### config.mk
export PLATFORM = sky130hd
export DESIGN_NAME = axi_rr_arbiter_n
export DESIGN_NICKNAME = d
export VERILOG_FILES = /design/src/rtl/axi_rr_arbiter_n.sv
export SDC_FILE = /design/constraint.sdc
export NUM_CORES = 1
export LEC_CHECK = 0
export BUFFER_PORTS_ARGS = -buffer_cell sky130_fd_sc_hd__buf_2
export CAP_MARGIN = 20
export CORE_UTILIZATION = 30
export CTS_CLUSTER_SIZE = 8
export DETAILED_ROUTE_END_ITERATION = 16
export GPL_TIMING_DRIVEN = 0
export PLACE_DENSITY = 0.61
export SLEW_MARGIN = 10
export SYNTH_ARGS = -nofsm -noshare
export SYNTH_HDL_FRONTEND = slang
export SYNTH_SLANG_ARGS = --single-unit
### constraint.sdc
create_clock -name clk -period 1.84 [get_ports clk]
set_input_delay 0.276 -clock clk [delete_from_list [all_inputs] [get_ports clk]]
set_output_delay 0.276 -clock clk [all_outputs]
set_load 0.02 [all_outputs]
### src/rtl/axi_rr_arbiter_n.sv
// Round-robin arbiter that grants one of NUM_MASTERS AXI masters per transaction.
// Define ARB_TIMEOUT_EN to add a response watchdog that drives timeout_err.
module axi_rr_arbiter_n #(
  parameter int NUM_MASTERS    = 4,
  parameter int ID_W           = $clog2(NUM_MASTERS),
  parameter int TIMEOUT_CYCLES = 1024
) (
  input  logic                   clk,
  input  logic                   rst,
  input  logic [NUM_MASTERS-1:0] awvalid,
  input  logic [NUM_MASTERS-1:0] arvalid,
  input  logic                   awready,
  input  logic                   arready,
  input  logic                   bvalid,
  input  logic                   bready,
  input  logic                   rvalid,
  input  logic                   rready,
  input  logic                   rlast,
  output logic [NUM_MASTERS-1:0] gnt,
  output logic [ID_W-1:0]        gnt_id,
  output logic                   gnt_write,
  output logic                   busy,
  output logic                   timeout_err
);

  typedef enum logic [2:0] {IDLE, WR_ADDR, WR_RESP, RD_ADDR, RD_DATA} state_t;

  state_t                 state_reg;
  logic [ID_W-1:0]        ptr_reg;
  logic [NUM_MASTERS-1:0] req;
  logic [NUM_MASTERS-1:0] below_ptr;
  logic [NUM_MASTERS-1:0] masked_req;
  logic [ID_W-1:0]        win_idx;
  logic [ID_W-1:0]        ptr_next;

  if (NUM_MASTERS < 2 || NUM_MASTERS > 16 || TIMEOUT_CYCLES < 1) begin : g_bad_params
    $error("axi_rr_arbiter_n: illegal parameter value");
  end

  for (genvar gi = 0; gi < NUM_MASTERS; gi++) begin : g_req
    assign req[gi]        = awvalid[gi] | arvalid[gi];
    assign below_ptr[gi]  = (gi < int'(ptr_reg));
    assign masked_req[gi] = req[gi] & ~below_ptr[gi];
  end

  function automatic logic [ID_W-1:0] lowest_set(input logic [NUM_MASTERS-1:0] v);
    lowest_set = '0;
    for (int i = NUM_MASTERS - 1; i >= 0; i--) begin
      if (v[i]) lowest_set = ID_W'(i);
    end
  endfunction

  // Requests at or above the pointer win first; otherwise wrap to the lowest request.
  always_comb begin
    win_idx  = (|masked_req) ? lowest_set(masked_req) : lowest_set(req);
    ptr_next = (win_idx == ID_W'(NUM_MASTERS - 1)) ? '0 : win_idx + ID_W'(1);
  end

`ifdef ARB_TIMEOUT_EN
  localparam int TO_W = $clog2(TIMEOUT_CYCLES + 1);
  logic [TO_W-1:0] to_cnt_reg;
`else
  assign timeout_err = 1'b0;
`endif

  always_ff @(posedge clk) begin
    if (rst) begin
      state_reg <= IDLE;
      ptr_reg   <= '0;
      gnt       <= '0;
      gnt_id    <= '0;
      gnt_write <= 1'b0;
      busy      <= 1'b0;
`ifdef ARB_TIMEOUT_EN
      to_cnt_reg  <= '0;
      timeout_err <= 1'b0;
`endif
    end else begin
      case (state_reg)
        IDLE: begin
          if (|req) begin
            gnt     <= NUM_MASTERS'(1) << win_idx;
            gnt_id  <= win_idx;
            busy    <= 1'b1;
            ptr_reg <= ptr_next;
            if (awvalid[win_idx]) begin
              state_reg <= WR_ADDR;
              gnt_write <= 1'b1;
            end else begin
              state_reg <= RD_ADDR;
              gnt_write <= 1'b0;
            end
          end
        end
        WR_ADDR: if (awvalid[gnt_id] && awready) state_reg <= WR_RESP;
        RD_ADDR: if (arvalid[gnt_id] && arready) state_reg <= RD_DATA;
        WR_RESP: begin
          if (bvalid && bready) begin
            state_reg <= IDLE;
            gnt       <= '0;
            gnt_id    <= '0;
            gnt_write <= 1'b0;
            busy      <= 1'b0;
          end
        end
        RD_DATA: begin
          if (rvalid && rready && rlast) begin
            state_reg <= IDLE;
            gnt       <= '0;
            gnt_id    <= '0;
            gnt_write <= 1'b0;
            busy      <= 1'b0;
          end
        end
        default: state_reg <= IDLE;
      endcase
`ifdef ARB_TIMEOUT_EN
      // Counter spans the whole transaction; expiry overrides any transition above.
      timeout_err <= 1'b0;
      if (state_reg == IDLE) begin
        to_cnt_reg <= '0;
      end else if (to_cnt_reg == TO_W'(TIMEOUT_CYCLES)) begin
        state_reg   <= IDLE;
        gnt         <= '0;
        gnt_id      <= '0;
        gnt_write   <= 1'b0;
        busy        <= 1'b0;
        timeout_err <= 1'b1;
        to_cnt_reg  <= '0;
      end else begin
        to_cnt_reg <= to_cnt_reg + TO_W'(1);
      end
`endif
    end
  end

endmodule

# Word-level counts from Yosys, hierarchy flattened
# Index checks and enable logic that the tools add are counted.
[op_classes] addsub=1 order_cmp=5 eq_ne=10 shifts=1 mux=37 bitwise_logic=10 n_reduce_logical=12
[op_table] op="$mux W2" n=13
[op_table] op="$mux W3" n=5
[op_table] op="$pmux W3 S5" n=1
[op_table] op="$mux W4" n=3
[op_table] op="$pmux W4 S3" n=1
[op_table] op="$ne A2 B2 Y1 const B" n=5
[op_table] op="$mux W1" n=8
[op_table] op="$reduce_or A4 Y1" n=2
[op_table] op="$bmux W1 S2" n=3
[op_table] op="$eq A3 B2 Y1 const B" n=2
[op_table] op="$lt A2 B3 Y1 const B" n=2
[op_table] op="$pmux W1 S3" n=2
[op_table] op="$pmux W2 S3" n=1
[op_table] op="$logic_and A1 B1 Y1" n=5
[op_table] op="$reduce_and A5 Y1" n=1
[op_table] op="$lt A1 B2 Y1 const A" n=2
[op_table] op="$or A1 B1 Y1" n=4
[op_table] op="$reduce_and A4 Y1" n=1
[op_table] op="$shl A1 B2 Y4 const A" n=1
[op_table] op="$and A1 B1 Y1" n=3
[op_table] op="$eq A3 B1 Y1 const B" n=1
[op_table] op="$eq A3 B3 Y1 const B" n=1
[op_table] op="$logic_not A3 Y1" n=1
[op_table] op="$not A1 Y1" n=3
[op_table] op="other kinds (5)" n=5
[word_totals] regBits=13 out_inout_bits=9 wordCells=82

# Longest topological paths before layout
[depth] word_depth=12 depth_mapped=7 depth_no_buf=7

# Worst setup path after synthesis
# Ideal clock, no wire load.
[synth_path] path_type="register to register" start="register gnt_id[1]" end="register state_reg[2]" setup_time_ns=0.128 t_arrival_ns=1.503 slack_ns=0.210 path_stages_with_launch=6 synth_period_minus_slack_ns=1.630 path_cell_list="dfxtp_1 > mux4_1 > a21oi_1 > nor2_1 > a31oi_1 > nor2_1"
[synth_via] elab_chain_cells=5
[synth_rtl] item="start, declared" line="20" rtl="output logic [ID_W-1:0] gnt_id,"
[synth_rtl] item="start signal, assigned" line="83" rtl="gnt_id <= win_idx;"
[synth_rtl] item="$bmux W1 S2 (on tied branches)" line="96, 95"
[synth_rtl] item="$mux W1 (on tied branches)" line="96, 95"
[synth_rtl] item="$logic_and A1 B1 Y1 (on tied branches)" line="96, 95"
[synth_rtl] item="$ne A2 B2 Y1 (no source line)"
[synth_rtl] item="$reduce_and A5 Y1 (no source line) *"
[synth_rtl] item="end signal, assigned" line="95" rtl="WR_ADDR: if (awvalid[gnt_id] && awready) state_reg <= WR_RESP;"
[synth_rtl] item="end signal, assigned" line="96" rtl="RD_ADDR: if (arvalid[gnt_id] && arready) state_reg <= RD_DATA;"
[synth_rtl] item="end signal, assigned" line="99" rtl="state_reg <= IDLE;"
[synth_rtl] item="end, declared" line="28" rtl="state_t state_reg;"
# Every way passes the cells marked *; elsewhere a longest branch is shown, timed or not. The select of a mux whose other input is x is not followed.
# A chain may end at the register's enable or synchronous reset.

# Final worst setup path
[layout_path] start="register state_reg[0]" end="register state_reg[1]"
[layout_via] elab_chain_cells=3
[layout_rtl] item="start signal, assigned" line="68" rtl="state_reg <= IDLE;"
[layout_rtl] item="start signal, assigned" line="87" rtl="state_reg <= WR_ADDR;"
[layout_rtl] item="start signal, assigned" line="90" rtl="state_reg <= RD_ADDR;"
[layout_rtl] item="$eq A3 B2 Y1, or another cell as far along" line="79" rtl="case (state_reg)"
[layout_rtl] item="$ne A2 B2 Y1 (no source line)"
[layout_rtl] item="$reduce_and A5 Y1 (no source line)"
# Several ways; a longest one is shown, not always the timed one.

==> flow_metrics.py <==
metrics = {
    "sta": {
        "slew_violations": 0,
        "fmax_mhz": 585.5,
        "setup_viol_count_final": 0,
        "fin_worst_hold_slack_ns": 0.2297,
        "skew_ns": 0.002910,
        "period_share_pct": 92.82,
        "tightest_slew_ns": 0.5511,
        "finalCriticalPeriod_ns": 1.708,
        "maxSlewHeadroom_pct": 62.74,
        "finalHoldViolations": 0,
    },
    "clocking": {
        "clock_sinks": 13,
        "cts.path.max_buffers": 2,
        "cts_buffers": 3,
        "root_buffer": "clkbuf_4",
        "clk_pin_slew_ns": 0.08,
        "cts_tree": "built",
        "cts_max_level": 1,
        "clk_latency_ns": 0.27,
        "ctsHoldBuffers": 0,
    },
    "worst_setup_path": {
        "startpoint_type": "flip-flop",
        "crit_fanout": 8,
        "cp.required_ns": 2.04,
        "critical_path_class": "flip-flop to flip-flop",
        "cp.arrival_ns": 1.91,
        "max_stage_delay_ns": 0.42,
        "slowest_stage": "or3_1",
        "cp-end-kind": "flip-flop",
        "path_cells": "buf_1, or3_1, a31oi_4, nor2b_1, nand4_1, o211ai_1",
    },
    "logic_synthesis": {
        "avgSynthCellArea_sq_um": 8.795,
        "ys_seq_area_share_pct": 29.01,
        "synthTopCellsByArea": "dfxtp_1 29%, nor2_1 6.7%, ha_1 5.6%",
        "ys_types": 42,
        "synth-warning-count": 0,
        "synth_nets": 123,
        "synth_area_leader_cell": "dfxtp_1",
        "synth_area_sq_um": 897.1,
        "synth-seq-cells": 13,
        "synth_top_cell_area_share_pct": 29.01,
        "syn_inst": 102,
    },
    "run": {
        "max-cap-violations": 0,
    },
    "cells_and_area": {
        "nFillCells": 290,
        "final_cell_area_sq_um": 1106,
        "instances_no_fill": 163,
        "antennaDiodeCount": 0,
        "final_nets": 154,
        "multi_input_area_sq_um": 596.8,
        "synthToLayoutAreaGrowth_pct": 23.29,
        "largest_reg_flops": 4,
        "drive_gt1_share_pct": 31.82,
        "seq_area_sq_um": 261.5,
    },
    "global_routing": {
        "grt_overflow": 0,
        "grt_pass1_wl_um": 3381,
        "track_usage_pct": 13.37,
        "grt_pass1_vias": 751,
        "grt_max_degree": 11,
        "antenna_found_initial": 0,
    },
    "floorplanning": {
        "io_pins": 26,
        "rows": 19,
        "fp.coreArea_sq_um": 2805,
        "die-area_sq_um": 3213,
        "initial_utilization_pct": 31.98,
        "die_y_um": 56.69,
        "die_w_um": 56.69,
    },
    "route": {
        "via_per_inst": 5.405,
        "ant_nets": 0,
        "via_count": 881,
        "wl_um": 2109,
        "wl_per_cell_um": 12.94,
        "first_pass_iters": 10,
        "drt_iter0_drc": 28,
        "drc_errors": 4,
    },
    "placement": {
        "hpwl_um": 1623,
        "place_area_sq_um": 1056,
        "routabilityCongestion": 0.8865,
        "port_buffers": 24,
        "dp.cells": 157,
    },
    "min_path": {
        "min_path_type": "input pin to flip-flop",
    },
    "outcome": {
        "violations": "design-rule violations",
        "outcome": "complete, but fails checks",
    },
    "pwr": {
        "leakagePower_nw": 0.4527,
        "vdd_drop_max_mv": 0.8576,
        "power_density_nw_per_um2": 1354,
        "power_mw": 1.498,
    },
}
==> cell type report <==
cell class                 count  share of cell area, %
buffer                         6                  3.281
clock buffer                   4                  2.376
inverter                       3                  1.018
multi-input combinational     80                  53.96
sequential                    13                  23.64
tap                           31                  3.507
timing repair buffer          26                  12.22
==> power by group <==
group,switching [mW],internal [mW]
Combinational,0.503,0.372
Clock,0.0891,0.0840
Sequential,0.0675,0.383
==> routing by layer <==
metal | track usage (%) | wire (um)
met1 | 18.53 | 998
met2 | 20.92 | 975
met3 | 3.687 | 135
met4 | 2.143 | 0
met5 | 0 | 0
==> through the flow <==
step	setup WS, ns	util, %	setup TNS, ns
2_1_floorplan	0.2098	-	0
3_3_place_gp	-0.1175	37.65	-0.4152
3_5_place_dp	-0.1620	37.65	-0.5381
4_1_cts	0.02230	38.58	0
5_1_grt	-0.007319	39.43	-0.007319
6_report	0.1321	39.43	0
==> timing repair <==
action | CTS | global route
pin swaps | 1 | 1
endpoints found under the setup margin | 2 | 4
resized for setup | 0 | 3
buffers inserted | 0 | 2
gates cloned | 0 | 0
==> cell usage after synthesis <==
| master | instances |
|---|---|
| or3b_1 | 1 |
| nor2b_1 | 1 |
| mux4_2 | 1 |
| nand2b_1 | 1 |
| nor2_1 | 16 |
| mux4_1 | 1 |
| ha_1 | 4 |
| nor3_1 | 6 |
| nand3b_1 | 2 |
| o21a_1 | 1 |
| o21ba_1 | 1 |
| inv_1 | 3 |
| a311o_1 | 1 |
| o211ai_1 | 1 |
| buf_1 | 1 |
| a21oi_1 | 6 |
| a311oi_1 | 1 |
| nand2_1 | 2 |
| conb_1 | 1 |
| or2b_2 | 1 |
| nor3_4 | 1 |
| a211oi_4 | 1 |
| a22oi_1 | 6 |
| a211o_1 | 2 |
| nand4_1 | 2 |
| or3_1 | 1 |
| a211oi_1 | 2 |
| buf_2 | 2 |
| buf_6 | 1 |
| buf_4 | 1 |
| a31oi_4 | 1 |
| o21bai_1 | 1 |
| nor4_1 | 1 |
| clkbuf_1 | 1 |
| dfxtp_1 | 13 |
| mux2i_1 | 1 |
| o21ai_0 | 4 |
| a2bb2oi_1 | 1 |
| nand3_1 | 3 |
| nor4_4 | 1 |
| nor4b_1 | 1 |
| a31oi_1 | 3 |
==> logic make-up (layout without fill, tap and decap cells) <==
group | after synthesis | after routing | synth area share, %
and+or+nand+nor | 40 | 40 | 25.53
AOI/OAI and AO/OA | 32 | 32 | 27.62
DFF | 13 | 13 | 29.01
buffers and inverters | 9 | 39 | 5.299
adders and majority gates | 4 | 4 | 5.579
muxes | 3 | 3 | 6.555
other | 1 | 1 | 0.4180
==> final timing paths <==
| kind | startpoint | end | slack [ns] | depth (start not counted) |
|---|---|---|---|---|
| worst max-delay path | state_reg[0] | state_reg[1] | 0.13 | 6 |
| worst min-delay path | rst | state_reg[0] | 0.23 | 2 |
| worst max register to register | state_reg[0] | state_reg[1] | 0.13 | 6 |
| worst min register to register | busy | busy | 0.49 | 2 |
==> critical path, delay by kind of cell, from the launching register on <==
kind | cells | cell delay (ns)
and+or+nand+nor | 3 | 0.79
AOI/OAI and AO/OA | 2 | 0.37
DFF | 1 | 0.30
buffers and inverters | 1 | 0.17
==> placed cells by master, fill, tap and decap left out, types with 3 or more instances in the layout <==
master	count
buf_2	26
a22oi_1	6
nor2_1	16
nand3_1	3
a31oi_1	3
inv_1	3
o21ai_0	4
buf_4	3
ha_1	4
nor3_1	6
clkbuf_4	3
a21oi_1	4
dfxtp_1	12
No activity file was read; power rests on OpenSTA's default activity.
